File: src/rtl/day5_input_parser.sv
// Streaming parser for the day-5 puzzle file: "lo-hi" range lines, a blank line,
// then one ID per line. Emits one registered pulse per parsed range or ID.
module day5_input_parser #(
  parameter int WIDTH = 64
) (
  input  logic             clock,
  input  logic             reset,
  input  logic             in_valid,
  input  logic [7:0]       in_data,
  input  logic             in_last,
  output logic             in_ready,
  output logic             load_ranges,
  output logic [WIDTH-1:0] start_range,
  output logic [WIDTH-1:0] end_range,
  output logic             id_valid,
  output logic [WIDTH-1:0] id,
  output logic [15:0]      range_count,
  output logic [15:0]      id_count,
  output logic             done,
  output logic             error,
  output logic [2:0]       state_dbg
);

  // Handshake: a byte is consumed on any rising edge where in_valid && in_ready;
  // in_ready depends only on the current state, never on in_valid.

  typedef enum logic [2:0] {
    S_START = 3'd0,
    S_END   = 3'd1,
    S_ID    = 3'd2,
    S_DONE  = 3'd3,
    S_ERR   = 3'd4
  } state_t;

  localparam logic [7:0] CH_LF   = 8'h0A;
  localparam logic [7:0] CH_CR   = 8'h0D;
  localparam logic [7:0] CH_DASH = 8'h2D;

  state_t           state, state_n;
  logic [WIDTH-1:0] acc, acc_n;
  logic [WIDTH-1:0] start_hold, hold_n;
  logic             has_digit, hd_n;
  logic             emit_range, emit_id;
  logic [WIDTH-1:0] id_val;
  logic             accept, is_digit;

  assign in_ready  = (state == S_START) || (state == S_END) || (state == S_ID);
  assign accept    = in_valid && in_ready;
  assign is_digit  = (in_data >= 8'h30) && (in_data <= 8'h39);
  assign done      = (state == S_DONE);
  assign error     = (state == S_ERR);
  assign state_dbg = state;

  always_comb begin
    state_n    = state;
    acc_n      = acc;
    hold_n     = start_hold;
    hd_n       = has_digit;
    emit_range = 1'b0;
    emit_id    = 1'b0;
    id_val     = acc;
    if (accept) begin
      if (is_digit) begin
        acc_n = acc * WIDTH'(10) + WIDTH'(in_data - 8'h30);
        hd_n  = 1'b1;
      end else if (in_data != CH_CR) begin
        case (state)
          S_START: begin
            if (in_data == CH_DASH && has_digit) begin
              hold_n  = acc;
              acc_n   = '0;
              hd_n    = 1'b0;
              state_n = S_END;
            end else if (in_data == CH_LF && !has_digit) begin
              state_n = S_ID;
            end else begin
              state_n = S_ERR;
            end
          end
          S_END: begin
            if (in_data == CH_LF && has_digit) begin
              emit_range = 1'b1;
              acc_n      = '0;
              hd_n       = 1'b0;
              state_n    = S_START;
            end else begin
              state_n = S_ERR;
            end
          end
          S_ID: begin
            if (in_data == CH_LF && has_digit) begin
              emit_id = 1'b1;
              id_val  = acc;
              acc_n   = '0;
              hd_n    = 1'b0;
            end else if (in_data == CH_LF) begin
              state_n = S_DONE;
            end else begin
              state_n = S_ERR;
            end
          end
          default: state_n = S_ERR;
        endcase
      end
      // End of file: flush a pending ID, reject a half-written range line.
      if (in_last) begin
        case (state_n)
          S_ID: begin
            if (hd_n) begin
              emit_id = 1'b1;
              id_val  = acc_n;
              acc_n   = '0;
              hd_n    = 1'b0;
            end
            state_n = S_DONE;
          end
          S_START: state_n = hd_n ? S_ERR : S_DONE;
          S_END:   state_n = S_ERR;
          default: ;
        endcase
      end
    end
  end

  always_ff @(posedge clock or posedge reset) begin
    if (reset) begin
      state       <= S_START;
      acc         <= '0;
      start_hold  <= '0;
      has_digit   <= 1'b0;
      load_ranges <= 1'b0;
      id_valid    <= 1'b0;
      start_range <= '0;
      end_range   <= '0;
      id          <= '0;
      range_count <= '0;
      id_count    <= '0;
    end else begin
      state       <= state_n;
      acc         <= acc_n;
      start_hold  <= hold_n;
      has_digit   <= hd_n;
      load_ranges <= emit_range;
      id_valid    <= emit_id;
      if (emit_range) begin
        start_range <= start_hold;
        end_range   <= acc;
        range_count <= range_count + 16'd1;
      end
      if (emit_id) begin
        id       <= id_val;
        id_count <= id_count + 16'd1;
      end
    end
  end

endmodule

File: config.mk
export PLATFORM = sky130hd
export DESIGN_NAME = day5_input_parser
export DESIGN_NICKNAME = d
export VERILOG_FILES = /design/src/rtl/day5_input_parser.sv
export SDC_FILE = /design/constraint.sdc
export NUM_CORES = 1
export LEC_CHECK = 0
export ABC_AREA = 1
export BUFFER_PORTS_ARGS = -buffer_cell sky130_fd_sc_hd__buf_4
export CELL_PAD_IN_SITES_DETAIL_PLACEMENT = 1
export CELL_PAD_IN_SITES_GLOBAL_PLACEMENT = 1
export CORE_MARGIN = 2
export CORE_UTILIZATION = 40
export CTS_CLUSTER_SIZE = 28
export DETAILED_ROUTE_END_ITERATION = 10
export HOLD_SLACK_MARGIN = 0.03
export PLACE_DENSITY_LB_ADDON = 0.15
export SYNTH_ARGS = -nofsm -noshare
export SYNTH_HDL_FRONTEND = slang
export SYNTH_SLANG_ARGS = --single-unit
File: constraint.sdc
create_clock -name clock -period 32.4 [get_ports clock]
set_clock_uncertainty 0.05 [all_clocks]
set_input_delay 1.62 -clock clock [delete_from_list [all_inputs] [get_ports clock]]
set_output_delay 1.62 -clock clock [all_outputs]
set_load 0.03 [all_outputs]
-- Yosys cells after proc, flatten, opt, wreduce, memory -nomap -nowiden
Cells that the tools add are included.
- register bits after elaboration: 358
- bits in latches: 0
- memory bits (writable): 0
- ROM bits: 0
- bits of input ports: 12
- output and inout bits: 232
- word-level logic and storage cells: 84
- memories kept: 0
- $add $sub $neg: 4
- multiply operators: 1
- divide/modulo/power cells: 0
- magnitude comparators: 2
- equality and inequality tests: 9
- shifts and indexed selects: 0
- multiplexer cells: 44
- bitwise logic cells: 1
- reduce and logical (&&, ||, !) cells: 12
- operators by type and width (cell ; number):
    64-bit two-way mux ; 11
    64-bit one-hot mux with 2 select lines ; 1
    64-bit adder ; 1
    64-bit by 3-bit multiplier with 63-bit output (second input constant) ; 1
    16-bit by 1-bit adder with 16-bit output (second input constant) ; 2
    3-bit two-way mux ; 10
    1-bit two-way mux ; 19
    3-bit one-hot mux with 3 select lines ; 2
    3-bit by 2-bit equality test with 1-bit output (second input constant) ; 3
    8-bit by 6-bit subtractor with 9-bit output (second input constant) ; 1
    8-bit by 4-bit equality test with 1-bit output (second input constant) ; 1
    8-bit by 6-bit equality test with 1-bit output (second input constant) ; 1
    8-bit by 6-bit greater-or-equal comparator with 1-bit output (second input constant) ; 1
    8-bit by 6-bit less-or-equal comparator with 1-bit output (second input constant) ; 1
    8-bit by 4-bit inequality test with 1-bit output (second input constant) ; 1
    3-bit by 1-bit equality test with 1-bit output (second input constant) ; 2
    3-bit logical NOT ; 2
    1-bit logical AND ; 5
    5-bit AND reduction ; 1
    3-bit equality test (second input constant) ; 1
    1-bit logical OR ; 2
    1-bit one-hot mux with 2 select lines ; 1
    2-bit OR reduction ; 1
    1-bit logical NOT ; 1
    1-bit NOT ; 1

-- Logic depth before layout (Yosys ltp)
- word-level depth: 12
- gate-level depth with buffers: 35
- gate-level depth less buffers: 35

-- Worst setup path after synthesis
OpenSTA, ideal clock, no wires.
- path kind: input to register
- start point: in in_data[4]
- end point: reg id[29]
- setup time: 0.071 ns
- data arrival time: 5.835 ns
- required time: 32.279 ns
- path slack: 26.443 ns
- stages: 13
- buffers on the path: 0
- cell sequence: ha_1 nor2_1 ha_1 a21oi_1 o21bai_1 a21oi_1 nand3_1 nand2_1 nand2_1 xor2_1 o21ai_0 nor2_1 nor2_1
- word-level cells in the longest chain between the ends: 12
- elaborated cells between the ends (all ways): 44
- those cells by class: add/sub (2); order compare (2); eq/ne (4); mux (32); reduce/logical (4)
- RTL lines (item ; line ; source):
    start, declared ; 9 ; input logic [7:0] in_data,
    branches (longest 12 deep; another with 64-bit adder) ; n/a ;
    end signal, assigned ; 151 ; id <= id_val;
    end, declared ; 16 ; output logic [WIDTH-1:0] id,
Several ways; the timed one is not identified. The select of a mux whose other input is x is not followed.
A chain may end at the register's enable or synchronous reset.

-- Worst setup path in the final report
- start point: reg acc[21]
- end point: reg id[53]
- word-level cells in the longest chain between the ends: 7
- RTL lines (item ; line ; source):
    start, declared ; 40 ; logic [WIDTH-1:0] acc, acc_n;
    start signal, assigned ; 140 ; acc <= acc_n;
    64-bit by 3-bit multiplier with 63-bit output ; 64 ; acc_n = acc * WIDTH'(10) + WIDTH'(in_data - 8'h30);
    64-bit adder ; 64 ;
    64-bit two-way mux ; 63 ; if (is_digit) begin
    64-bit two-way mux ; 109 ; if (hd_n) begin
    64-bit two-way mux ; 107 ; case (state_n)
    64-bit two-way mux ; 106 ; if (in_last) begin
    64-bit two-way mux ; 62 ; if (accept) begin
No other way between the ends.

==> results.ini <==
[finish]
nNetsFinal = 4024
fillCellCount = 8056
drive_gt1_share_pct = 9.16
area_growth_pct = 15.3
final_common_cell = nand2_1
final_cell_mix = 1132 x nand2_1, 431 x inv_1, 358 x dfrtp_1

[critical_path]
critical_path.top_delay_family = simple AND/OR/NAND/NOR gates
crit_type = flip-flop to flip-flop
start_kind = flip-flop
worstPathArrival_ns = 6.19
max_stage_delay_ns = 0.81
slowest_stage = nor4_1
crit_top_cell = nand3_1
worst_setup_path_end_kind = flip-flop
critPathBufInv = 4
required_ns = 32.79
cp_max_fo = 6

[clocking]
cts_resized = 0
cts_tree = built
cts_setup_buffers = 0
cts_max_path_buffers = 3
path_clk_slew_ns = 0.06
worstSkewPairLatency_ns = 0.56
postCtsHoldBufs = 0
cts-buffers-inserted = 39
cts_htree_levels = 2
cts_sinks = 358
cts_root_buf = clkbuf_16

[global_route]
antenna_found_initial = 3
grt_max_degree = 100
overflow = 0
gr-usage-all-layers_pct = 30.3
grt_pass1_vias = 25517
grt_pass1_wl_um = 151000

[timing]
whs_ns = 0.420
tns_ns = 0
max_freq_ghz = 0.172
fin_crit_ns = 5.81
setup_viol = 0
maxSlewViolCount = 0
hold_viol_final = 0
tightest_slew_ns = 1.15
min_period_over_period_pct = 17.9
max_slew_margin_pct = 22.7
grt_setup_unrepaired = false

[route]
dr.pass1.iters = 5
drc_errors = 0
ant_nets = 0
wire_per_inst_um = 21.2
detail_route.iter0.violations = 1696
vias = 25443
routed_wl_um = 99300
vias_per_cell = 5.44

[power_and_ir_drop]
p_leak_nw = 15.1
power-per-cell-area_mw_per_mm2 = 47.5
internal_power_uw = 833
switchingPower_uw = 541
sequentialPowerShare_pct = 33.6
p_sw_share_pct = 39.4
share_comb_of_total_power_pct = 35.3
ir_worst_vdd_mv = 0.0302
clockPowerShare_pct = 31.2

[floorplanning]
rows = 91
fp.dieH_um = 255
core_mm2 = 0.0618
die_area_mm2 = 0.0648
fp.dieW_um = 255
io_pins = 244
initial_core_util_pct = 40.6

[yosys]
synth_edf_count = 0
ys_seq_area_share_pct = 35.7
synth_warnings = 0
synth_area_leaders = dfrtp_1 36%, nand2_1 17%, ha_1 9.5%
async_flop_share_pct = 100
postSynthCellCount = 3620
synth.top_cell.area_share_pct = 35.7
yosys.area.top_type = dfrtp_1
synth_cell_types = 46
syn_area_mm2 = 0.0251
synth_nets = 3825
synth_area_per_cell_um2 = 6.94
ys_ff_latch = 358
ys.flop_type = dfrtp_1

[place]
dp_hpwl_um = 79300
io_buffers = 243
finalWeightedCongestion = 0.977

[min_path]
hold_path.class = flip-flop to flip-flop

[run]
maxCapViolations = 0

[run_status]
outcome = complete, no violations

synth_stat cells (2+ instances only):
cell type  number
nand2_1      1132
inv_1         433
dfrtp_1       358
o21ai_0       318
nor2_1        315
nand3_1       238
ha_1          191
a21oi_1       177
xor2_1         67
clkbuf_1       62
nor3_1         31
xnor2_1        30
nand4_1        29
o21bai_1       29
buf_2          25
o31ai_1        19
a21o_1         14
a31oi_1        14
nor4_1         14
buf_1          13
o211ai_1       12
o21ai_1        12
nand3b_1       11
o22ai_1        11
inv_2           9
a21boi_0        8
o21a_1          8
or2_0           6
or2_2           6
a221oi_1        5
a22oi_1         3
and3_1          3
buf_4           2
fa_1            2
nor3_2          2
registers in the layout (all words and copies together), names as in the netlist:
name / flops
range_count: 16
acc: 64
has_digit: 1
start_range: 64
state_dbg: 3
id: 64
load_ranges: 1
id_count: 16
end_range: 64
id_valid: 1
start_hold: 64
worst reg2reg max path: stages (launching register included):
cell,delay [ns]
dfrtp_1,0.44
ha_1,0.32
ha_1,0.39
nand2_1,0.12
nor2_1,0.24
inv_1,0.13
nor4_1,0.81
nand3_1,0.29
nand3_1,0.28
a21o_1,0.19
nand2_1,0.09
nand3_1,0.08
nand2_1,0.09
ha_1,0.43
nand2_1,0.17
nor2_1,0.16
inv_1,0.08
nor2_1,0.13
inv_1,0.08
nor3_1,0.19
o21ai_0,0.19
nand3_1,0.14
nand2_1,0.06
nand3_1,0.24
nand3_1,0.12
o21ai_0,0.12
inv_1,0.06
worst paths after layout:
check / startpoint / end / slack (ns) / cells after the start
max in group asynchronous: reset / acc[42]$_DFFE_PP0P_ / 28.06 / 5
hold / removal: start_hold[47]$_DFFE_PP0P_ / start_range[47]$_DFFE_PP0P_ / 0.42 / 2
hold reg to reg: start_hold[47]$_DFFE_PP0P_ / start_range[47]$_DFFE_PP0P_ / 0.42 / 2
min in group asynchronous: reset / start_range[6]$_DFFE_PP0P_ / 1.12 / 2
setup reg to reg: acc[21]$_DFFE_PP0P_ / id[53]$_DFFE_PP0P_ / 26.59 / 26
setup / recovery: acc[21]$_DFFE_PP0P_ / id[53]$_DFFE_PP0P_ / 26.59 / 26
per-layer routing:
metal,vias to the layer above,part of all wire (%),global-route usage (%),wire [um]
met2,648,45,48.7,44700
met4,2,2.8,8.52,2760
met5,-,0.013,0,13
met1,12544,47,43.2,46600
met3,140,5.4,3.11,5340
li1,12109,-,-,-
power by group through the flow:
stage / sequential [mW] / clock, mW / combinational (mW)
detailed placement: 0.469 / 0 / 0.472
global placement: 0.469 / 0 / 0.467
finish: 0.461 / 0.429 / 0.484
CTS: 0.461 / 0.436 / 0.474
global route: 0.462 / 0.451 / 0.532
floorplan: 0.467 / 0 / 0.314
through the flow:
step	area [um2]	utilization, %	setup WS [ns]	instances	total power [mW]
2_1_floorplan	25100	-	20.80	3620	0.781
3_3_place_gp	27700	44.9	26.91	4615	0.935
3_5_place_dp	27700	44.9	26.89	4615	0.941
4_1_cts	29000	46.8	26.86	4680	1.37
5_1_grt	29000	46.8	26.33	4680	1.44
6_report	29000	46.8	26.59	4681	1.37
area by class of cell:
cell class | count | area (um2) | area share, %
antenna | 1 | 2.50 | 0.00864
clock buffer | 53 | 1120 | 3.86
clock inverter | 12 | 91.3 | 0.315
inverter | 442 | 1670 | 5.76
multi-input combinational | 2717 | 14100 | 48.7
sequential | 358 | 8960 | 30.9
tap | 837 | 1050 | 3.62
timing repair buffer | 261 | 1960 | 6.77
cell families after synthesis:
family | synth area share (%)
buffers and inverters | 8.33
xor gates and xnor gates | 3.38
and+or+nand+nor | 29.1
adders and majority gates | 9.68
AOI/OAI and AO/OA | 13.8
DFF | 35.7
(Power assumes the default switching activity.)
